File: src/rtl/replica_pkg.sv
// Shared constants and types for the replica distance table and its host-side loader.
package replica_pkg;

  localparam int unsigned city_num     = 4;
  localparam int unsigned city_num_log = 2;

  typedef logic [15:0]               distance_data_t;
  typedef logic [city_num_log-1:0]   city_idx_t;
  typedef logic [2*city_num_log-1:0] dist_addr_t;

  typedef enum logic [2:0] {
    IDLE,
    DIAG,
    LOAD,
    MIRROR,
    DONE
  } loader_state_t;

endpackage

File: src/rtl/distance_loader_if.sv
// Upper-triangle distance stream plus the replica table write port.
interface distance_loader_if;
  import replica_pkg::*;

  logic           s_valid;
  logic           s_ready;
  distance_data_t s_data;

  logic           distance_write;
  dist_addr_t     distance_w_addr;
  distance_data_t distance_w_data;

  // master: the loader (consumes the stream, drives the write port)
  modport master (
    input  s_valid,
    input  s_data,
    output s_ready,
    output distance_write,
    output distance_w_addr,
    output distance_w_data
  );

  // slave: host stream source and replica table sink
  modport slave (
    output s_valid,
    output s_data,
    input  s_ready,
    input  distance_write,
    input  distance_w_addr,
    input  distance_w_data
  );

endinterface

File: src/rtl/distance_loader.sv
// Writes the zero diagonal, then each streamed upper-triangle entry and its transpose,
// into every replica's distance table; pulses done with the final mirrored write.
module distance_loader
  import replica_pkg::*;
(
  input  logic              clk,
  input  logic              reset,
  input  logic              start,
  distance_loader_if.master bus,
  output logic              busy,
  output logic              done
);

  localparam city_idx_t LastIdx = city_idx_t'(city_num - 1);
  localparam city_idx_t PenIdx  = city_idx_t'(city_num - 2);

  loader_state_t  state_q, state_d;
  city_idx_t      k_q, k_d;
  city_idx_t      i_q, i_d;
  city_idx_t      j_q, j_d;
  distance_data_t hold_q, hold_d;
  logic           write_q, write_d;
  dist_addr_t     addr_q, addr_d;
  distance_data_t wdata_q, wdata_d;
  logic           done_q, done_d;

  logic handshake;
  logic last_pair;

  assign handshake = (state_q == LOAD) && bus.s_valid;
  assign last_pair = (i_q == PenIdx) && (j_q == LastIdx);

  always_ff @(posedge clk or negedge reset) begin
    if (!reset) begin
      state_q <= IDLE;
    end else begin
      state_q <= state_d;
    end
  end

  always_comb begin
    state_d = state_q;
    unique case (state_q)
      IDLE, DONE: if (start) state_d = DIAG;
      DIAG:       if (k_q == LastIdx) state_d = LOAD;
      LOAD:       if (handshake) state_d = MIRROR;
      MIRROR:     state_d = last_pair ? DONE : LOAD;
      default:    state_d = IDLE;
    endcase
  end

  // Counters, latched word and next values of the registered write port.
  always_comb begin
    k_d     = k_q;
    i_d     = i_q;
    j_d     = j_q;
    hold_d  = hold_q;
    write_d = 1'b0;
    addr_d  = addr_q;
    wdata_d = wdata_q;
    done_d  = 1'b0;
    unique case (state_q)
      IDLE, DONE: begin
        if (start) begin
          k_d = '0;
          i_d = '0;
          j_d = city_idx_t'(1);
        end
      end
      DIAG: begin
        write_d = 1'b1;
        addr_d  = {k_q, k_q};
        wdata_d = '0;
        if (k_q == LastIdx) begin
          k_d = '0;
          i_d = '0;
          j_d = city_idx_t'(1);
        end else begin
          k_d = k_q + city_idx_t'(1);
        end
      end
      LOAD: begin
        if (handshake) begin
          hold_d  = bus.s_data;
          write_d = 1'b1;
          addr_d  = {i_q, j_q};
          wdata_d = bus.s_data;
        end
      end
      MIRROR: begin
        write_d = 1'b1;
        addr_d  = {j_q, i_q};
        wdata_d = hold_q;
        if (last_pair) begin
          done_d = 1'b1;
        end else if (j_q == LastIdx) begin
          // Triangular wrap: next row starts just right of its diagonal.
          i_d = i_q + city_idx_t'(1);
          j_d = i_q + city_idx_t'(2);
        end else begin
          j_d = j_q + city_idx_t'(1);
        end
      end
      default: ;
    endcase
  end

  always_ff @(posedge clk or negedge reset) begin
    if (!reset) begin
      k_q     <= '0;
      i_q     <= '0;
      j_q     <= city_idx_t'(1);
      hold_q  <= '0;
      write_q <= 1'b0;
      addr_q  <= '0;
      wdata_q <= '0;
      done_q  <= 1'b0;
    end else begin
      k_q     <= k_d;
      i_q     <= i_d;
      j_q     <= j_d;
      hold_q  <= hold_d;
      write_q <= write_d;
      addr_q  <= addr_d;
      wdata_q <= wdata_d;
      done_q  <= done_d;
    end
  end

  assign bus.s_ready         = (state_q == LOAD);
  assign bus.distance_write  = write_q;
  assign bus.distance_w_addr = addr_q;
  assign bus.distance_w_data = wdata_q;
  assign done                = done_q;
  // Writes trail the state by one cycle, so busy covers the registered done cycle too.
  assign busy = (state_q == DIAG) || (state_q == LOAD) || (state_q == MIRROR) || done_q;

endmodule

File: src/flat_wrapper.sv
// flat-port wrapper written by rule: the top's interface ports become plain ports
module distance_loader_flat import replica_pkg::*;
  (clk, reset, start, busy, done, bus_s_valid, bus_s_data, bus_s_ready, bus_distance_write, bus_distance_w_addr, bus_distance_w_data);
  distance_loader_if bus_i ();
  input  logic clk;
  input  logic reset;
  input  logic start;
  output logic busy;
  output logic done;
  input wire logic [$bits(bus_i.s_valid)-1:0] bus_s_valid;
  input wire logic [$bits(bus_i.s_data)-1:0] bus_s_data;
  output wire logic [$bits(bus_i.s_ready)-1:0] bus_s_ready;
  output wire logic [$bits(bus_i.distance_write)-1:0] bus_distance_write;
  output wire logic [$bits(bus_i.distance_w_addr)-1:0] bus_distance_w_addr;
  output wire logic [$bits(bus_i.distance_w_data)-1:0] bus_distance_w_data;
  assign bus_i.s_valid = bus_s_valid;
  assign bus_i.s_data = bus_s_data;
  assign bus_s_ready = bus_i.s_ready;
  assign bus_distance_write = bus_i.distance_write;
  assign bus_distance_w_addr = bus_i.distance_w_addr;
  assign bus_distance_w_data = bus_i.distance_w_data;
  distance_loader u_core (.clk(clk), .reset(reset), .start(start), .bus(bus_i), .busy(busy), .done(done));
endmodule
File: config.mk
export PLATFORM = sky130hd
export DESIGN_NAME = distance_loader_flat
export DESIGN_NICKNAME = d
export VERILOG_FILES = /design/src/rtl/replica_pkg.sv /design/src/rtl/distance_loader_if.sv /design/src/rtl/distance_loader.sv /design/src/flat_wrapper.sv
export SDC_FILE = /design/constraint.sdc
export NUM_CORES = 1
export LEC_CHECK = 0
export BUFFER_PORTS_ARGS = -buffer_cell sky130_fd_sc_hd__buf_2
export CAP_MARGIN = 20
export CORE_MARGIN = 3
export CORE_UTILIZATION = 40
export CTS_CLUSTER_DIAMETER = 120
export DETAILED_ROUTE_END_ITERATION = 10
export GPL_ROUTABILITY_DRIVEN = 1
export PLACE_DENSITY_LB_ADDON = 0.25
export SLEW_MARGIN = 0
export SYNTH_ARGS = -nofsm -noshare
export SYNTH_HDL_FRONTEND = slang
export SYNTH_SLANG_ARGS = --single-unit
File: constraint.sdc
create_clock -name clk -period 1.55 [get_ports clk]
set_clock_uncertainty 0.2 [all_clocks]
set_input_delay 0.155 -clock clk [delete_from_list [all_inputs] [get_ports clk]]
set_output_delay 0.155 -clock clk [all_outputs]
set_load 0.005 [all_outputs]
==> flow_summary.toml, run 1 <==
[worst_setup_path]
critPathLaunchType = "flop"
cp_slowest_cell = "dfrtp_2"
timing.rr.end = "u_core.hold_q[7]$_DFFE_PN0P_"
crit_chain = "buf_12, nand2b_4, nor3b_4, buf_12, mux2_2"
worst-path-max-fanout = 16
crit_end = "u_core.hold_q[7]$_DFFE_PN0P_"
crit_top_cell = "buf_12"
r2r_cells = 5
timing.rr.start = "u_core.state_q[1]$_DFFE_PN0P_"
required_ns = 1.55
max_stage_delay_ns = 0.44
endpoint_kind = "flop"
critPathKind = "flop to flop"
setup.worst_path.start = "u_core.state_q[1]$_DFFE_PN0P_"
worst-r2r-setup-slack_ns = -0.14
arrival_ns = 1.69

[cts]
h-tree-depth = 2
numCtsBuffers = 5
clkLatencyLatePin_ns = 0.31
clk_path_buf_depth = 2
cts_sinks = 47
clk_pin_slew_ns = 0.09
cts_tree = "yes"
cts_root_buf = "clkbuf_8"

[pwr]
cellPowerDensity_mw_per_mm2 = 1820
ir_worst_vdd_mv = 0.850
p_leak_nw = 1.79

[global_route]
grtUsageTotal_pct = 18.2
antenna_found_initial = 0
overflow = 0
grt_pass1_vias = 1766
grt_max_degree = 38
grt_first_pass_wirelength_mm = 8.91

[sta]
drv_slew = 0
tns_ns = -4.22
finalSetupViolCount = 44
rsz0062_at_grt = "true"
tightest_slew_ns = 0.376
period_minus_slack_ns = 1.69
timing.fmax_mhz = 592
timing_hold_violations_final = 0
period_share_pct = 109
fin_ws_ns = -0.139
max_slew_margin_pct = 74.8

[placement]
numPortBuffers = 43
dp_slack_ns = -0.103
gp_congestion = 0.814
dp_hpwl_mm = 3.47

[logic_synthesis]
synth_area_sq_mm = 0.00222
synth-edff-count = 0
yosys.area_share.simple_pct = 9.00
synthMuxAreaShare_pct = 16.7
synth.distinct_cells = 34
synth.yosys.seq_area_share_pct = 52.9
async_flop_share_pct = 100
synthFlopType = "dfrtp_1"
yosys_warnings = 0
synthXorXnorAreaFrac_pct = 0
synth_compound_area_share_pct = 15.2
synth_top_family_by_area = "multiplexers"
syn_nets = 216
syn_inst = 193
syn_avg_cell_area_sq_um = 11.5
synthAdderAreaFrac_pct = 1.69
yosys_register_bits = 47

[final_layout]
num-fill-cells = 371
area_growth_syn_to_layout_pct = 63.4
antenna_cells = 0
drive_above_1_share_pct = 57.0
final_nets = 308

[min_path]
hp-class = "input port to async pin"

[outcome]
violations = "setup timing"
status = "finished, violations left"

[detailed_routing]
vias_per_cell = 5.41
routed_wl_mm = 6.24
detail-route-antenna-nets = 0
drc_errors = 0
drtIter0Drc = 124
first_pass_iters = 6
vias = 1927
wire_per_inst_um = 17.5

[die]
dieArea_sq_mm = 0.00649
start_util_pct = 42.5
core_area_sq_mm = 0.00524
die_h_um = 80.6
io_pins = 44
std_cell_rows = 26
fp.dieW_um = 80.6

[job]
maxCapViolations = 0
-- worst min-delay path by stage --
stage                                                      endpoint  slack, ns  cells past startpoint
after floorplan           u_core.bus.distance_w_addr[0]$_DFFE_PN0P_      -0.34                      0
after global placement    u_core.bus.distance_w_data[3]$_DFFE_PN0P_      -0.15                      1
after detailed placement  u_core.bus.distance_w_data[3]$_DFFE_PN0P_      -0.14                      1
after CTS                                 u_core.j_q[0]$_DFFE_PN1P_       0.04                      3
after global routing      u_core.bus.distance_w_data[3]$_DFFE_PN0P_       0.08                      2
final                     u_core.bus.distance_w_data[3]$_DFFE_PN0P_       0.06                      2
-- cell type report --
class	count	area [sq um]	share of cell area, %
clock buffer	5	68.8	1.89
inverter	7	30.0	0.826
timing repair buffer	98	832	22.9
clock inverter	3	43.8	1.20
tap	70	87.6	2.41
multi-input combinational	126	1390	38.3
sequential	47	1180	32.5
-- repair_timing --
| action | in CTS | in global routing |
|---|---|---|
| buffers inserted | 4 | 7 |
| endpoints found under the hold margin | 72 | 0 |
| pin swaps | 6 | 23 |
| endpoints found under the setup margin | 42 | 46 |
| hold buffers | 17 | 0 |
| resized for setup | 21 | 86 |
| cloned | 2 | 2 |
-- synth_stat cells (all sizes together) (2+ instances only) --
cell     n  area (sq um)
dfrtp   46          1150
nand2   25          93.8
o31ai   20           150
mux2i   18           180
mux2    17           191
buf     10          62.6
inv      7          26.3
nor2     7          26.3
a22o     4          35.0
o22ai    4          25.0
a21oi    3          15.0
a31oi    3          18.8
clkbuf   3          11.3
ha       3          37.5
nor3     3          15.0
o211a    3          30.0
o21ai    3          15.0
nand2b   2          20.0
or2      2          12.5
-- critical path: cells and delay by family, from the launching register on --
family / cells / cell delay [ns]
flops: 1 / 0.44
simple gates: 2 / 0.28
mux: 1 / 0.34
buf+inv: 2 / 0.31
-- per-stage QoR --
step                std cells  hold WS [ns]  area, sq um  util [%]  power (W)
global route              356        0.0813         3630      69.4    0.00694
CTS                       347        0.0351         3120      59.5    0.00543
finish                    356        0.0588         3630      69.4    0.00661
detailed placement        316        -0.145         2690      51.3    0.00413
floorplan                 193        -0.341         2230         -    0.00328
global placement          316        -0.152         2690      51.3    0.00408
-- state kept, by name (all words and copies together), names as in the netlist --
register / cells
u_core.done: 1
u_core.hold_q: 16
u_core.bus.distance_write: 1
u_core.bus.distance_w_addr: 4
u_core.state_q: 3
u_core.i_q: 2
u_core.j_q: 2
u_core.bus.distance_w_data: 16
u_core.k_q: 2
-- cell usage in the layout (no fill, tap or decap), types with 4 or more instances in the layout --
cell type / synthesis / routed
dlygate4sd3_1: 0 / 17
o31ai_4: 0 / 8
nor2_1: 7 / 5
nand2_1: 25 / 4
clkbuf_8: 0 / 5
buf_6: 2 / 5
buf_4: 1 / 23
dfrtp_1: 46 / 44
o31ai_2: 0 / 10
mux2_4: 0 / 6
buf_2: 5 / 43
mux2i_1: 18 / 17
inv_1: 7 / 6
nand2_4: 0 / 17
buf_12: 0 / 7
a22o_1: 4 / 4
mux2_2: 17 / 11
nand2_2: 0 / 4
-- report_power, final --
group	switching (W)	leakage (nW)	internal, W
combinational	0.00171	1.13	0.00190
sequential	0.000367	0.606	0.00170
clock	0.000446	0.0581	0.000481
-- cell families (layout without fill, tap and decap cells) --
group | count (synthesis) | after routing
DFF | 47 | 47
AOI/OAI and AO/OA | 46 | 46
muxes | 35 | 35
buffers and inverters | 20 | 113
adders and majority gates | 3 | 3
and+or+nand+nor | 42 | 42
-- layer usage --
metal / vias to the layer above / track usage [%] / share of wire, %
met5: - / 0 / 0
met4: 0 / 6.59 / 1.9
met3: 13 / 4.04 / 5.4
met2: 65 / 28.2 / 50
met1: 958 / 25.0 / 43
li1: 891 / - / -
Power figures use the tool's default switching activity.
==> inputs of run 2 (changes only) <==
--- a/config.mk
+++ b/config.mk
@@ -7,6 +7,7 @@
 export LEC_CHECK = 0
 export BUFFER_PORTS_ARGS = -buffer_cell sky130_fd_sc_hd__buf_2
 export CAP_MARGIN = 20
+export CORE_ASPECT_RATIO = 1.2
 export CORE_MARGIN = 3
 export CORE_UTILIZATION = 40
 export CTS_CLUSTER_DIAMETER = 120
==> run 2 against run 1 <==
The run still ends with setup timing left. Final area shrank 10%. Register-to-register slack gained 0.04 ns. Non-clock buffer count is the same. Core utilization shrank 8.4 points. Global-route usage shrank 1.5 points. Sequential share of layout area grew 3.8 points. Critical path depth is the same. Final cell count shrank 2.2%. Critical path type unchanged. Critical endpoint is now u_core.hold_q[4]$_DFFE_PN0P_. Largest cell class is now registers. Highest routed layer unchanged.
==> flow_summary.toml, run 2 (synthesis gave the netlist of run 1 again) <==
[final_layout]
drive_above_1_share_pct = 45.1
final_nets = 308
fin_cells = 348
antenna_cells = 0
area_growth_syn_to_layout_pct = 46.2
layout_common_cells = "dfrtp_1, buf_2, buf_4"
final_util_pct = 61.0
final_common_cell = "dfrtp_1"

[sta]
tns_ns = -1.75
max_slew_margin_pct = 81.3
rsz0062_at_grt = "true"
tightest_slew_ns = 0.277
fin_ws_ns = -0.102
drv_slew = 0
timing_hold_violations_final = 0
finalSetupViolCount = 20
holdWs_ns = 0.0619
period_minus_slack_ns = 1.65
timing.fmax_mhz = 605
period_share_pct = 107

[global_route]
grt_pass1_vias = 1805
overflow = 0
antenna_found_initial = 0
grt_first_pass_wirelength_mm = 8.50
grtUsageTotal_pct = 16.8
grt_max_degree = 48

[pwr]
cellPowerDensity_mw_per_mm2 = 1650
p_int_w = 0.00349
switchingPower_w = 0.00188
ir_worst_vdd_mv = 0.722
p_comb_share_pct = 48.2
total_power_w = 0.00537
seqPwrFrac_pct = 37.2
p_leak_nw = 1.59
netSwitchingFraction_pct = 34.9
pwr-share-clk_pct = 14.6

[worst_setup_path]
critPathLaunchType = "flop"
required_ns = 1.54
endpoint_kind = "flop"
worst-path-max-fanout = 8
timing.rr.end = "u_core.hold_q[4]$_DFFE_PN0P_"
cp_slowest_cell = "dfrtp_2"
arrival_ns = 1.64
critPathKind = "flop to flop"
r2r_cells = 5
crit_end = "u_core.hold_q[4]$_DFFE_PN0P_"
crit_chain = "buf_6, nand2b_4, nor3b_4, buf_6, mux2_4"
crit_top_cell = "buf_6"
max_stage_delay_ns = 0.41
setup.worst_path.start = "u_core.state_q[1]$_DFFE_PN0P_"
timing.rr.start = "u_core.state_q[1]$_DFFE_PN0P_"
worst-r2r-setup-slack_ns = -0.10

[placement]
gp_congestion = 0.816
dp_cells = 316
dp_hpwl_mm = 3.46
numPortBuffers = 43

[min_path]
hp-class = "input port to flop"

[cts]
clk_path_buf_depth = 2
h-tree-depth = 2
cts_sinks = 47
clkLatencyLatePin_ns = 0.30
clk_pin_slew_ns = 0.09
cts_tree = "yes"
cts_root_buf = "clkbuf_8"
numCtsBuffers = 5

[detailed_routing]
first_pass_iters = 4
routed_wl_mm = 5.20
drc_errors = 0
wire_per_inst_um = 15.0
vias = 1813
vias_per_cell = 5.21
detail-route-antenna-nets = 0
drtIter0Drc = 78

[die]
core_area_sq_mm = 0.00533
dieArea_sq_mm = 0.00650
io_pins = 44
fp.dieW_um = 74.1
std_cell_rows = 29
start_util_pct = 41.7
die_h_um = 87.7

[outcome]
status = "finished, violations left"
violations = "setup timing"

[job]
maxCapViolations = 0
-- run 2: changes by cell type in the layout (fill, tap and decap cells not counted), moves of 7 or more --
cell,previous run,this run
mux2_2,11,1
mux2_4,6,16
nand2_1,4,24
nand2_4,17,0
o31ai_1,2,17
o31ai_2,10,3
o31ai_4,8,0
-- run 2: layout make-up --
class,count,area (sq um)
clock buffer,7,86.3
timing repair buffer,98,737
tap,62,77.6
fill,468,2080
inverter,7,26.3
multi-input combinational,126,1140
clock inverter,1,8.76
sequential,47,1180
-- run 2: power groups by stage --
stage	registers, W	logic (W)	clock network (W)
after floorplan	0.00195	0.00133	0
after global placement	0.00196	0.00210	0
after detailed placement	0.00198	0.00213	0
after CTS	0.00197	0.00235	0.000809
after global routing	0.00206	0.00284	0.000854
final	0.00200	0.00259	0.000784
-- run 2: stage by stage --
stage / instance area [sq um] / setup WS [ns]
floorplan: 2230 / -0.106
global placement: 2710 / -0.0847
detailed placement: 2710 / -0.0874
CTS: 3100 / -0.0911
global route: 3250 / -0.167
finish: 3250 / -0.102
-- run 2: repair_timing --
item,4_1_cts,5_1_grt
endpoints found under the hold margin,75,0
gates resized for setup,21,31
cloned,0,0
buffers inserted,6,1
hold buffers,17,0
pin swaps,3,9
setup endpoints to repair,44,45
-- run 2: worst min path at each step --
stage	from	endpoint	slack (ns)	cells past startpoint
3_5_place_dp	reset	u_core.i_q[0]$_DFFE_PN0P_	-0.04	2
3_3_place_gp	reset	u_core.i_q[0]$_DFFE_PN0P_	-0.04	2
2_1_floorplan	reset	u_core.bus.distance_w_addr[0]$_DFFE_PN0P_	-0.34	0
6_report	start	u_core.j_q[0]$_DFFE_PN1P_	0.06	3
5_1_grt	start	u_core.j_q[0]$_DFFE_PN1P_	0.08	3
4_1_cts	start	u_core.j_q[0]$_DFFE_PN1P_	0.08	3
-- run 2: critical path, delay by kind of cell, from the launching register on --
kind          cells  cell delay (ns)
flops             1             0.41
buf+inv           2             0.31
simple gates      2             0.31
mux               1             0.31
-- run 2: layer usage --
layer / global-route usage (%) / wire length (um)
met1: 21.7 / 2250
met2: 27.7 / 2660
met3: 4.48 / 243
met4: 4.45 / 59
met5: 0 / 0
==> inputs of run 3 (changes only) <==
--- a/config.mk
+++ b/config.mk
@@ -13,7 +13,9 @@
 export CTS_CLUSTER_DIAMETER = 120
 export DETAILED_ROUTE_END_ITERATION = 10
 export GPL_ROUTABILITY_DRIVEN = 1
+export GPL_TIMING_DRIVEN = 0
 export PLACE_DENSITY_LB_ADDON = 0.25
+export SETUP_SLACK_MARGIN = 0.3
 export SLEW_MARGIN = 0
 export SYNTH_ARGS = -nofsm -noshare
 export SYNTH_HDL_FRONTEND = slang
==> run 3 against run 2 <==
The flow still finishes with violations (setup timing). Sequential power grew 3%. Wire length rose by 31%. Flip-flop and latch count did not move. Core utilization rose by 11 points. Register-to-register slack worse by 0.02 ns. Clock power grew 14%. Non-clock buffer count up 6. Count of clock-buffer cells in the layout shrank 1. Maximum frequency fell by 1.3%. Combinational power up 56%. Critical path type unchanged. Critical endpoint unchanged.
==> flow_summary.toml, run 3 (synthesis gave the netlist of run 1 again) <==
[placement]
numPortBuffers = 43
gp_congestion = 0.903
dp_hpwl_mm = 3.27
placed_area_sq_mm = 0.00262
dp_slack_ns = -0.294
dp_cells = 298

[die]
io_pins = 44
fp.dieW_um = 74.1
dieArea_sq_mm = 0.00650
std_cell_rows = 29
die_h_um = 87.7
core_area_sq_mm = 0.00533
start_util_pct = 41.7

[global_route]
grt_pass1_vias = 1990
overflow = 0
grt_max_degree = 48
grt_first_pass_wirelength_mm = 9.44
grtUsageTotal_pct = 18.9
antenna_found_initial = 0

[worst_setup_path]
crit_buf_inv = 2
critPathTopFamily = "simple AND/OR/NAND/NOR gates"
max_stage_delay_ns = 0.36
critPathKind = "flop to flop"
critPathLaunchType = "flop"
crit_chain = "buf_6, nand2b_4, nor3b_4, buf_6, mux2_4"
cp_slowest_cell = "dfrtp_1"
required_ns = 1.55
arrival_ns = 1.67
endpoint_kind = "flop"
worst-path-max-fanout = 6
crit_top_cell = "buf_6"

[final_layout]
fin_area_sq_mm = 0.00386
layout_common_cells = "buf_2, dfrtp_1, dlygate4sd3_1"
drive_above_1_share_pct = 64.4
antenna_cells = 0
fin_cells = 354
area_growth_syn_to_layout_pct = 73.3
final_nets = 315

[outcome]
status = "finished, violations left"
violations = "setup timing"

[sta]
period_minus_slack_ns = 1.67
drv_slew = 0
holdWs_ns = 0.129
period_share_pct = 108
rsz0062_at_grt = "true"
finalSetupViolCount = 38
fin_ws_ns = -0.124
tightest_slew_ns = 0.487
timing.fmax_mhz = 597
timing_hold_violations_final = 0
max_slew_margin_pct = 67.6

[cts]
numCtsBuffers = 5
h-tree-depth = 2
clkLatencyLatePin_ns = 0.31
cts_tree = "yes"
cts_sinks = 47
cts_root_buf = "clkbuf_8"
clk_pin_slew_ns = 0.09
clk_path_buf_depth = 2

[detailed_routing]
routed_wl_mm = 6.80
drc_errors = 0
detail-route-antenna-nets = 0
first_pass_iters = 4
drtIter0Drc = 98
vias = 1978
wire_per_inst_um = 19.2
vias_per_cell = 5.59

[pwr]
total_power_w = 0.00701
p_comb_share_pct = 57.7
p_leak_nw = 1.86
ir_worst_vdd_mv = 1.08
pwr-share-clk_pct = 12.8
p_int_w = 0.00435
netSwitchingFraction_pct = 38.0
cellPowerDensity_mw_per_mm2 = 1820
seqPwrFrac_pct = 29.5
switchingPower_w = 0.00266

[min_path]
hp-class = "input port to async pin"

[job]
maxCapViolations = 0
run 3: changes by cell type in the layout (fill, tap and decap cells not counted), moves of 7 or more:
| cell | previous run | this run |
|---|---|---|
| o31ai_2 | 3 | 10 |
| nand2_4 | 0 | 13 |
| buf_6 | 9 | 16 |
| o31ai_1 | 17 | 2 |
| nand2_1 | 24 | 3 |
| buf_4 | 26 | 16 |
| nand2_2 | 1 | 8 |
| o31ai_4 | 0 | 8 |
run 3: power by group through the flow:
| stage | Clock, W | Sequential, W | Combinational, W |
|---|---|---|---|
| after floorplan | 0 | 0.00197 | 0.00151 |
| after global placement | 0 | 0.00199 | 0.00206 |
| after detailed placement | 0 | 0.00200 | 0.00210 |
| after CTS | 0.000893 | 0.00199 | 0.00316 |
| after global routing | 0.000936 | 0.00212 | 0.00430 |
| final | 0.000894 | 0.00207 | 0.00405 |
run 3: final cells by class:
type	instances	area [sq um]
clock buffer	6	72.6
multi-input combinational	127	1540
tap	62	77.6
inverter	7	31.3
fill	332	1480
timing repair buffer	91	719
clock inverter	1	30.0
buffer	13	204
sequential	47	1180
run 3: repair_timing:
item                                   in CTS  in global routing
setup endpoints to repair                  49                 49
gates resized for setup                    73                 77
gates cloned                                5                  1
endpoints found under the hold margin      71                 19
hold buffers                               16                  1
pin swaps                                  16                 15
buffers inserted                           21                  4
run 3: worst paths after layout:
check                                                          startpoint                                        end  slack, ns  cells after the start
worst min register to register  u_core.bus.distance_w_data[7]$_DFFE_PN0P_  u_core.bus.distance_w_data[7]$_DFFE_PN0P_       0.29                      2
worst max register to register              u_core.state_q[1]$_DFFE_PN0P_               u_core.hold_q[4]$_DFFE_PN0P_      -0.12                      5
min in group clk                                                    start                  u_core.k_q[0]$_DFFE_PN0P_       0.13                      3
worst max-delay path                        u_core.state_q[1]$_DFFE_PN0P_               u_core.hold_q[4]$_DFFE_PN0P_      -0.12                      5
max in group asynchronous                                           reset               u_core.hold_q[5]$_DFFE_PN0P_       0.50                      3
worst min-delay path                                                reset        u_core.bus.distance_write$_DFF_PN0_       0.13                      2
run 3: per-layer routing:
layer	part of all wire (%)	global-route usage, %	vias to the layer above
met5	0	0	-
met4	1.9	8.07	0
met3	4.0	3.90	9
met2	53	31.9	51
met1	41	23.1	1014
li1	-	-	904
run 3: stage by stage:
stage                     TNS [ns]  util [%]
after floorplan              -1.07         -
after global placement       -3.94      49.0
after detailed placement     -4.01      49.0
after CTS                    -1.54      63.6
after global routing         -4.65      72.3
final                        -2.88      72.3
